<file path="config.mk">
export PLATFORM = sky130hd
export DESIGN_NAME = alu_cmd_sequencer
export DESIGN_NICKNAME = d
export VERILOG_FILES = /design/src/rtl/alu_cmd_sequencer.sv
export SDC_FILE = /design/constraint.sdc
export NUM_CORES = 1
export LEC_CHECK = 0
export ABC_AREA = 1
export CAP_MARGIN = 25
export CORE_ASPECT_RATIO = 0.75
export CORE_MARGIN = 2
export CORE_UTILIZATION = 35
export CTS_CLUSTER_SIZE = 25
export DETAILED_ROUTE_END_ITERATION = 12
export HOLD_SLACK_MARGIN = 0.02
export PLACE_DENSITY_LB_ADDON = 0.1
export SLEW_MARGIN = 20
export SYNTH_ARGS = -nofsm -noshare
export SYNTH_HDL_FRONTEND = slang
export SYNTH_SLANG_ARGS = --single-unit
</file>
<file path="constraint.sdc">
create_clock -name i_clk -period 3.25 [get_ports i_clk]
set_input_delay 0.65 -clock i_clk [delete_from_list [all_inputs] [get_ports i_clk]]
set_output_delay 0.65 -clock i_clk [all_outputs]
set_load 0.01 [all_outputs]
</file>
<file path="src/rtl/alu_cmd_sequencer.sv">
`default_nettype none
// +----------------------------------------------------------------------------+
// | Module      : alu_cmd_sequencer                                            |
// | Description : Small command FIFO that issues {operand, opcode} pairs to a |
// |               downstream registered ALU and tracks their retirement.       |
// | Revision    : 1.0 - initial release                                        |
// +----------------------------------------------------------------------------+
module alu_cmd_sequencer #(
  parameter int DEPTH = 4
) (
  input  logic       i_clk,
  input  logic       i_reset,
  input  logic       i_cmd_valid,
  output logic       o_cmd_ready,
  input  logic [7:0] i_cmd_a,
  input  logic [1:0] i_cmd_sel,
  input  logic       i_run,
  input  logic       i_flush,
  output logic [7:0] o_a,
  output logic [1:0] o_sel,
  output logic       o_issue,
  output logic       o_retire,
  output logic [2:0] o_level,
  output logic       o_empty,
  output logic       o_full,
  output logic [7:0] o_retired
);

  localparam int         c_ptr_w    = $clog2(DEPTH);
  localparam logic [2:0] c_full_lvl = 3'(DEPTH);

  logic [9:0]         r_mem [DEPTH];
  logic [c_ptr_w-1:0] r_wr_ptr;
  logic [c_ptr_w-1:0] r_rd_ptr;
  logic [2:0]         r_level;
  logic [7:0]         r_a;
  logic [1:0]         r_sel_q;
  logic [1:0]         r_sel;
  logic               r_issue;
  logic               r_issue_d1;
  logic               r_retire;
  logic [7:0]         r_retired;

  logic               w_push;
  logic               w_pop;
  logic               w_empty;
  logic               w_full;
  logic [9:0]         w_head;

  assign w_empty = (r_level == 3'd0);
  assign w_full  = (r_level == c_full_lvl);
  assign w_push  = i_cmd_valid & ~w_full & ~i_flush;
  assign w_pop   = i_run & ~w_empty & ~i_flush;
  assign w_head  = r_mem[r_rd_ptr];

  // Storage holds no control meaning, so it is left out of the reset domain.
  always_ff @(posedge i_clk) begin
    if (w_push) begin
      r_mem[r_wr_ptr] <= {i_cmd_a, i_cmd_sel};
    end
  end

  always_ff @(posedge i_clk or negedge i_reset) begin
    if (!i_reset) begin
      r_wr_ptr   <= '0;
      r_rd_ptr   <= '0;
      r_level    <= 3'd0;
      r_a        <= 8'h00;
      r_sel_q    <= 2'b00;
      r_sel      <= 2'b00;
      r_issue    <= 1'b0;
      r_issue_d1 <= 1'b0;
      r_retire   <= 1'b0;
      r_retired  <= 8'h00;
    end else begin
      if (i_flush) begin
        r_wr_ptr <= '0;
        r_rd_ptr <= '0;
        r_level  <= 3'd0;
      end else begin
        if (w_push) r_wr_ptr <= r_wr_ptr + 1'b1;
        if (w_pop)  r_rd_ptr <= r_rd_ptr + 1'b1;
        if (w_push && !w_pop)      r_level <= r_level + 3'd1;
        else if (!w_push && w_pop) r_level <= r_level - 3'd1;
      end
      // Idle cycles send add-zero so the ALU accumulator holds its value.
      r_a        <= w_pop ? w_head[9:2] : 8'h00;
      r_sel_q    <= w_pop ? w_head[1:0] : 2'b00;
      // The ALU registers its operand but decodes the opcode combinationally.
      r_sel      <= r_sel_q;
      r_issue    <= w_pop;
      r_issue_d1 <= r_issue;
      r_retire   <= r_issue_d1;
      r_retired  <= r_retired + {7'd0, r_issue_d1};
    end
  end

  assign o_cmd_ready = ~w_full;
  assign o_a         = r_a;
  assign o_sel       = r_sel;
  assign o_issue     = r_issue;
  assign o_retire    = r_retire;
  assign o_level     = r_level;
  assign o_empty     = w_empty;
  assign o_full      = w_full;
  assign o_retired   = r_retired;

endmodule
`default_nettype wire
</file>
## Word level (Yosys, flattened, before mapping)

Memory sizes are Yosys's and may differ from the RTL's.
Index checks and enable logic that the tools add are counted.
Widths: inputs -> output; s select.

| storage, ports and cells | value |
|---|---|
| flip-flop bits (word level) | 30 |
| bits in writable memories | 40 |
| output and inout bits | 26 |
| word-level logic and storage cells | 43 |
| memories | 1 |

| operators by class | value |
|---|---|
| $add $sub $neg | 5 |
| equal/unequal tests | 1 |
| mux-type cells | 11 |
| bitwise gates (word level) | 7 |
| reductions and logical operators | 8 |

Memory list:

| memory | words | bits a word | read ports | clocked after memory_dff | write ports | line | text |
|---|---|---|---|---|---|---|---|
| r_mem | 4 | 10 | 1 | 0 | 1 | 32 | `logic [9:0] r_mem [DEPTH];` |

Operator list:

| operator | number |
|---|---|
| $mux 2 | 5 |
| $mux 3 | 3 |
| $add 8x1->8 | 1 |
| $mux 8 | 1 |
| $add 2x1->2 const B | 2 |
| $and 1x1->1 | 4 |
| $reduce_bool 2->1 | 2 |
| $add 3x1->3 const B | 1 |
| $eq 3x3->1 const B | 1 |
| $logic_not 3->1 | 1 |
| $not 1->1 | 3 |
| $reduce_bool 3->1 | 1 |
| $sub 3x1->3 const B | 1 |
| $logic_and 1x1->1 | 2 |
| $logic_not 1->1 | 2 |
| $mux 1 | 2 |

## Depth between registers and ports, before layout

| depth | value |
|---|---|
| depth after elaboration | 9 |
| gate-level depth with buffers | 12 |

## Worst setup path after synthesis

Ideal clock, no wire load.

| timing path | value |
|---|---|
| path type | register to register |
| start point | register r_level[0] (netlist: o_level[0]) |
| end point | register r_level[2] (netlist: o_level[2]) |
| library setup time | 0.117 ns |
| arrival | 1.778 ns |
| data required time | 3.133 ns |
| path slack | 1.355 ns |
| stages on the path, launching flop included | 13 |
| path through | dfrtp_1 -> nor2_4 -> nand2_2 -> nand3_4 -> inv_2 -> nand2_1 -> inv_1 -> fa_1 -> xnor2_1 -> o21bai_1 -> nand2_1 -> nand2_1 -> nand2_1 |

| between the ends | value |
|---|---|
| elaborated cells between the ends (all ways) | 18 |

RTL lines:

| element | line | text |
|---|---|---|
| start, declared | 35 | `logic [2:0] r_level;` |
| start signal, assigned | 83 | `if (w_push && !w_pop) r_level <= r_level + 3'd1;` |
| start signal, assigned | 84 | `else if (!w_push && w_pop) r_level <= r_level - 3'd1;` |
| $eq 3x3->1 * | 51 | `assign w_full = (r_level == c_full_lvl);` |
| $not 1->1 * | - |  |
| via o_cmd_ready | 14 | `output logic o_cmd_ready,` |
| $and 1x1->1 * (2 in a row) | 52 | `assign w_push = i_cmd_valid & ~w_full & ~i_flush;` |
| $logic_and 1x1->1 / $logic_not 1->1 (equally long branches) | 83, 84 |  |
| $mux 3 / $logic_and 1x1->1 (equally long branches) | 83, 84 |  |
| $mux 3 / $reduce_bool 3->1 (equally long branches) | - |  |

Mark *: on every way through the listed nets, which the timed path passes. The rest lies on a longest branch. The select of a mux whose other input is x is not followed.
A chain may end at the register's enable or synchronous reset.

## Final worst setup path

| timing path | value |
|---|---|
| start point | register r_level[0] (netlist: o_level[0]) |
| end point | output o_full |

| between the ends | value |
|---|---|
| cells in the longest elaborated chain, start to end | 1 |

Ends and longest elaborated chain:

| element | line | text |
|---|---|---|
| $eq 3x3->1 | 51 |  |
| end, declared | 25 | `output logic o_full,` |

Every way passes these cells.

==> results.yml <==
status:
  status: "finished, final reports clean"
sta:
  fin_ws_ps: 923
  worst_pin_slew_ps: 798
  slew_viol_final: 0
  min_period_ps: 2330
  rsz0062_at_grt: "false"
  period_share: 0.716
  setup_viol: 0
  setup_tns_ps: 0
  slew_headroom: 0.468
  finalClockSkew_ps: 7.39
  clock.fmax_mhz: 430
  hold_viol: 0
min_path:
  hp-class: "reg2reg"
  min_path_cells: 0
cts:
  path_clk_slew_ps: 70
  cts_buffers: 9
  cts_tree: "built"
  cts_resized: 0
  clk_latency_ps: 340
  cts-hold-fix-buffers: 0
  cts.path.max_buffers: 2
  htreeDepth: 3
  cts_setup_buffers: 0
  cts_root_buf: "clkbuf_8"
  clock_sinks: 70
routing:
  drc: 0
  wl_met1_mm: 2.50
  drt-pass1-iter-count: 4
  met2_length_mm: 2.35
  routed-wl-met3_um: 299
  final_antenna_net_count: 0
  highest_layer: "met4"
  routed_wl_mm: 5.20
  drtIter0Drc: 56
  vias: 1694
  wire_per_inst_um: 13.5
  vias_per_cell: 4.41
synthesis:
  synth_top_family_by_area: "simple AND/OR/NAND/NOR gates"
  synth_mux_area_frac: 0
  synth.distinct_cells: 24
  yosysTopAreaCell: "edfxtp_1"
  synth_adder_area_share: 0.0344
  yosys.area_share.simple: 0.118
  ys.flop_type: "edfxtp_1"
  synth_top_area_frac: 0.435
  synth_nets: 247
  ys.warnings.count: 0
  syn_avg_cell_area_sq_um: 12.3
  synthArstFlopShare: 0.429
  seq_area_frac_synth: 0.707
  netlist_instances: 225
  synthesis.area_sq_mm: 0.00276
  ys_seq_elements: 70
  synth_edf_count: 40
  yosys-top-cells-area: "edfxtp_1 43%, dfrtp_1 27%, nor2_1 6.4%"
  synth_xor_area_frac: 0.0222
  synth_compound_area_frac: 0.0807
setup_path:
  required_ps: 2600
  critPathCaptureType: "output pin"
  timing.rr.end: "o_level[2]"
  r2r_slack_ps: 1270
  r2r-start: "o_level[0]"
  crit_type: "reg2out"
  crit_path_start_kind: "register"
  endpoint: "o_full"
  critPathLaunch: "o_level[0]"
  critPathArrivalTime_ps: 1680
  critPathMaxFanout: 4
  r2r_cells: 12
die:
  ioPinCount: 41
  start_util: 0.355
  dieArea_sq_mm: 0.00862
  die_w_um: 107
  core_sq_mm: 0.00778
  fp-row-count: 28
  die_y_um: 80.9
power:
  vdd_drop_max_v: 0.000211
  power_density_mw_per_mm2: 697
  leakage_uw: 0.00139
placement:
  numPortBuffers: 40
  hpwl_mm: 3.39
  place_congestion: 0.743
  pre_cts_ws_ps: 684
layout:
  antenna_cells: 0
  syn2layout_area_growth_pct: 25.9
  drive_above_1_share: 0.104
  layout.nets: 296
global_route:
  grt_usage: 0.133
  grt_pass1_vias: 1653
  antenna_found_initial: 0
  grt_pass1_wl_mm: 8.41
  gr-total-overflow: 0
  grt_max_degree: 31
flow_run:
  max_cap_viol_count: 0
-- per-stage QoR --
stage	util	hold slack, ps	area, sq um	std cells	total power (uW)
6_report	0.447	364	3480	384	2420
5_1_grt	0.447	377	3480	384	2580
4_1_cts	0.447	364	3480	384	2460
3_5_place_dp	0.424	348	3290	368	1810
3_3_place_gp	0.424	334	3290	368	1810
2_1_floorplan	-	331	2760	225	1520
-- critical path, stage by stage, from the launching register on --
cell,delay (ps)
dfrtp_1,450
nor2_4,180
nand2_2,110
inv_1,70
clkdlybuf4s50_1,520
-- where the power goes --
| part | switching, uW | internal, uW | total (uW) |
|---|---|---|---|
| clock network | 295 | 348 | 643 |
| registers | 109 | 1060 | 1170 |
| logic | 319 | 295 | 614 |
-- flip-flops by register name (all words and copies together) (netlist names) --
register and count:
r_mem 40, o_a 8, o_retired 8, o_level 3
o_sel 2, r_rd_ptr 2, r_sel_q 2, r_wr_ptr 2
o_issue 1, o_retire 1, r_issue_d1 1
-- cell families (layout without fill, tap and decap cells) --
group                    count (synthesis)  after routing
AO/OA/AOI/OAI                           39             39
adder cells (fa/ha/maj)                  7              7
AND/OR/NAND/NOR                         77             77
XOR/XNOR                                 7              7
buffers and inverters                   25             79
flip-flops                              70             70
-- per-layer routing --
layer  up-vias  global-route usage
li1        845                   -
met1       802               0.179
met2        42               0.199
met3         5              0.0498
met4         0              0.0468
met5         -                   0
-- layout make-up --
type                            count  area, sq um
Fill cell                         759         4300
Sequential cell                    70         1950
Multi-Input combinational cell    130          706
Timing Repair Buffer               45          438
Clock buffer                       11          131
Tap cell                          105          131
Inverter                           18         67.6
Clock inverter                      5         50.0
-- Yosys cell counts, types with 2 or more instances --
| cell type | instances |
|---|---|
| nand2_2 | 3 |
| clkbuf_1 | 4 |
| buf_2 | 2 |
| inv_2 | 3 |
| edfxtp_1 | 40 |
| nand2_1 | 19 |
| inv_1 | 15 |
| nor2_1 | 47 |
| dfrtp_1 | 30 |
| ha_1 | 6 |
| nand3_1 | 5 |
| o21ai_0 | 18 |
| a21oi_2 | 3 |
| xnor2_1 | 4 |
| a21oi_1 | 10 |
| xor2_1 | 3 |
| o21ai_1 | 6 |
-- placed cells by master, fill, tap and decap left out --
cell,netlist,layout
bufinv_16,0,1
clkinv_1,0,2
xnor2_1,4,4
inv_2,3,3
o21ai_1,6,6
a21oi_2,3,3
nand4_1,1,1
nand3_4,1,1
o21ai_0,18,18
nand2_1,19,19
a21boi_4,1,1
clkbuf_1,4,2
inv_1,15,15
nor2_4,1,1
o21bai_1,1,1
xor2_1,3,3
edfxtp_1,40,40
clkinv_2,0,1
clkinvlp_4,0,1
a21oi_1,10,10
clkbuf_8,0,9
nor2_1,47,47
nand2_2,3,3
fa_1,1,1
buf_4,0,5
nand3_1,5,5
clkdlybuf4s50_1,0,40
ha_1,6,6
dfrtp_1,30,30
-- how the worst min path moves through the flow --
stage	start	to	slack [ps]
floorplan	r_sel_q[0]	o_sel[0]	330
CTS	r_sel_q[0]	o_sel[0]	360
global route	r_sel_q[0]	o_sel[0]	380
detailed placement	r_sel_q[0]	o_sel[0]	350
finish	r_sel_q[0]	o_sel[0]	360
global placement	r_sel_q[0]	o_sel[0]	330
Note: power is estimated with default switching activity, not from simulation.
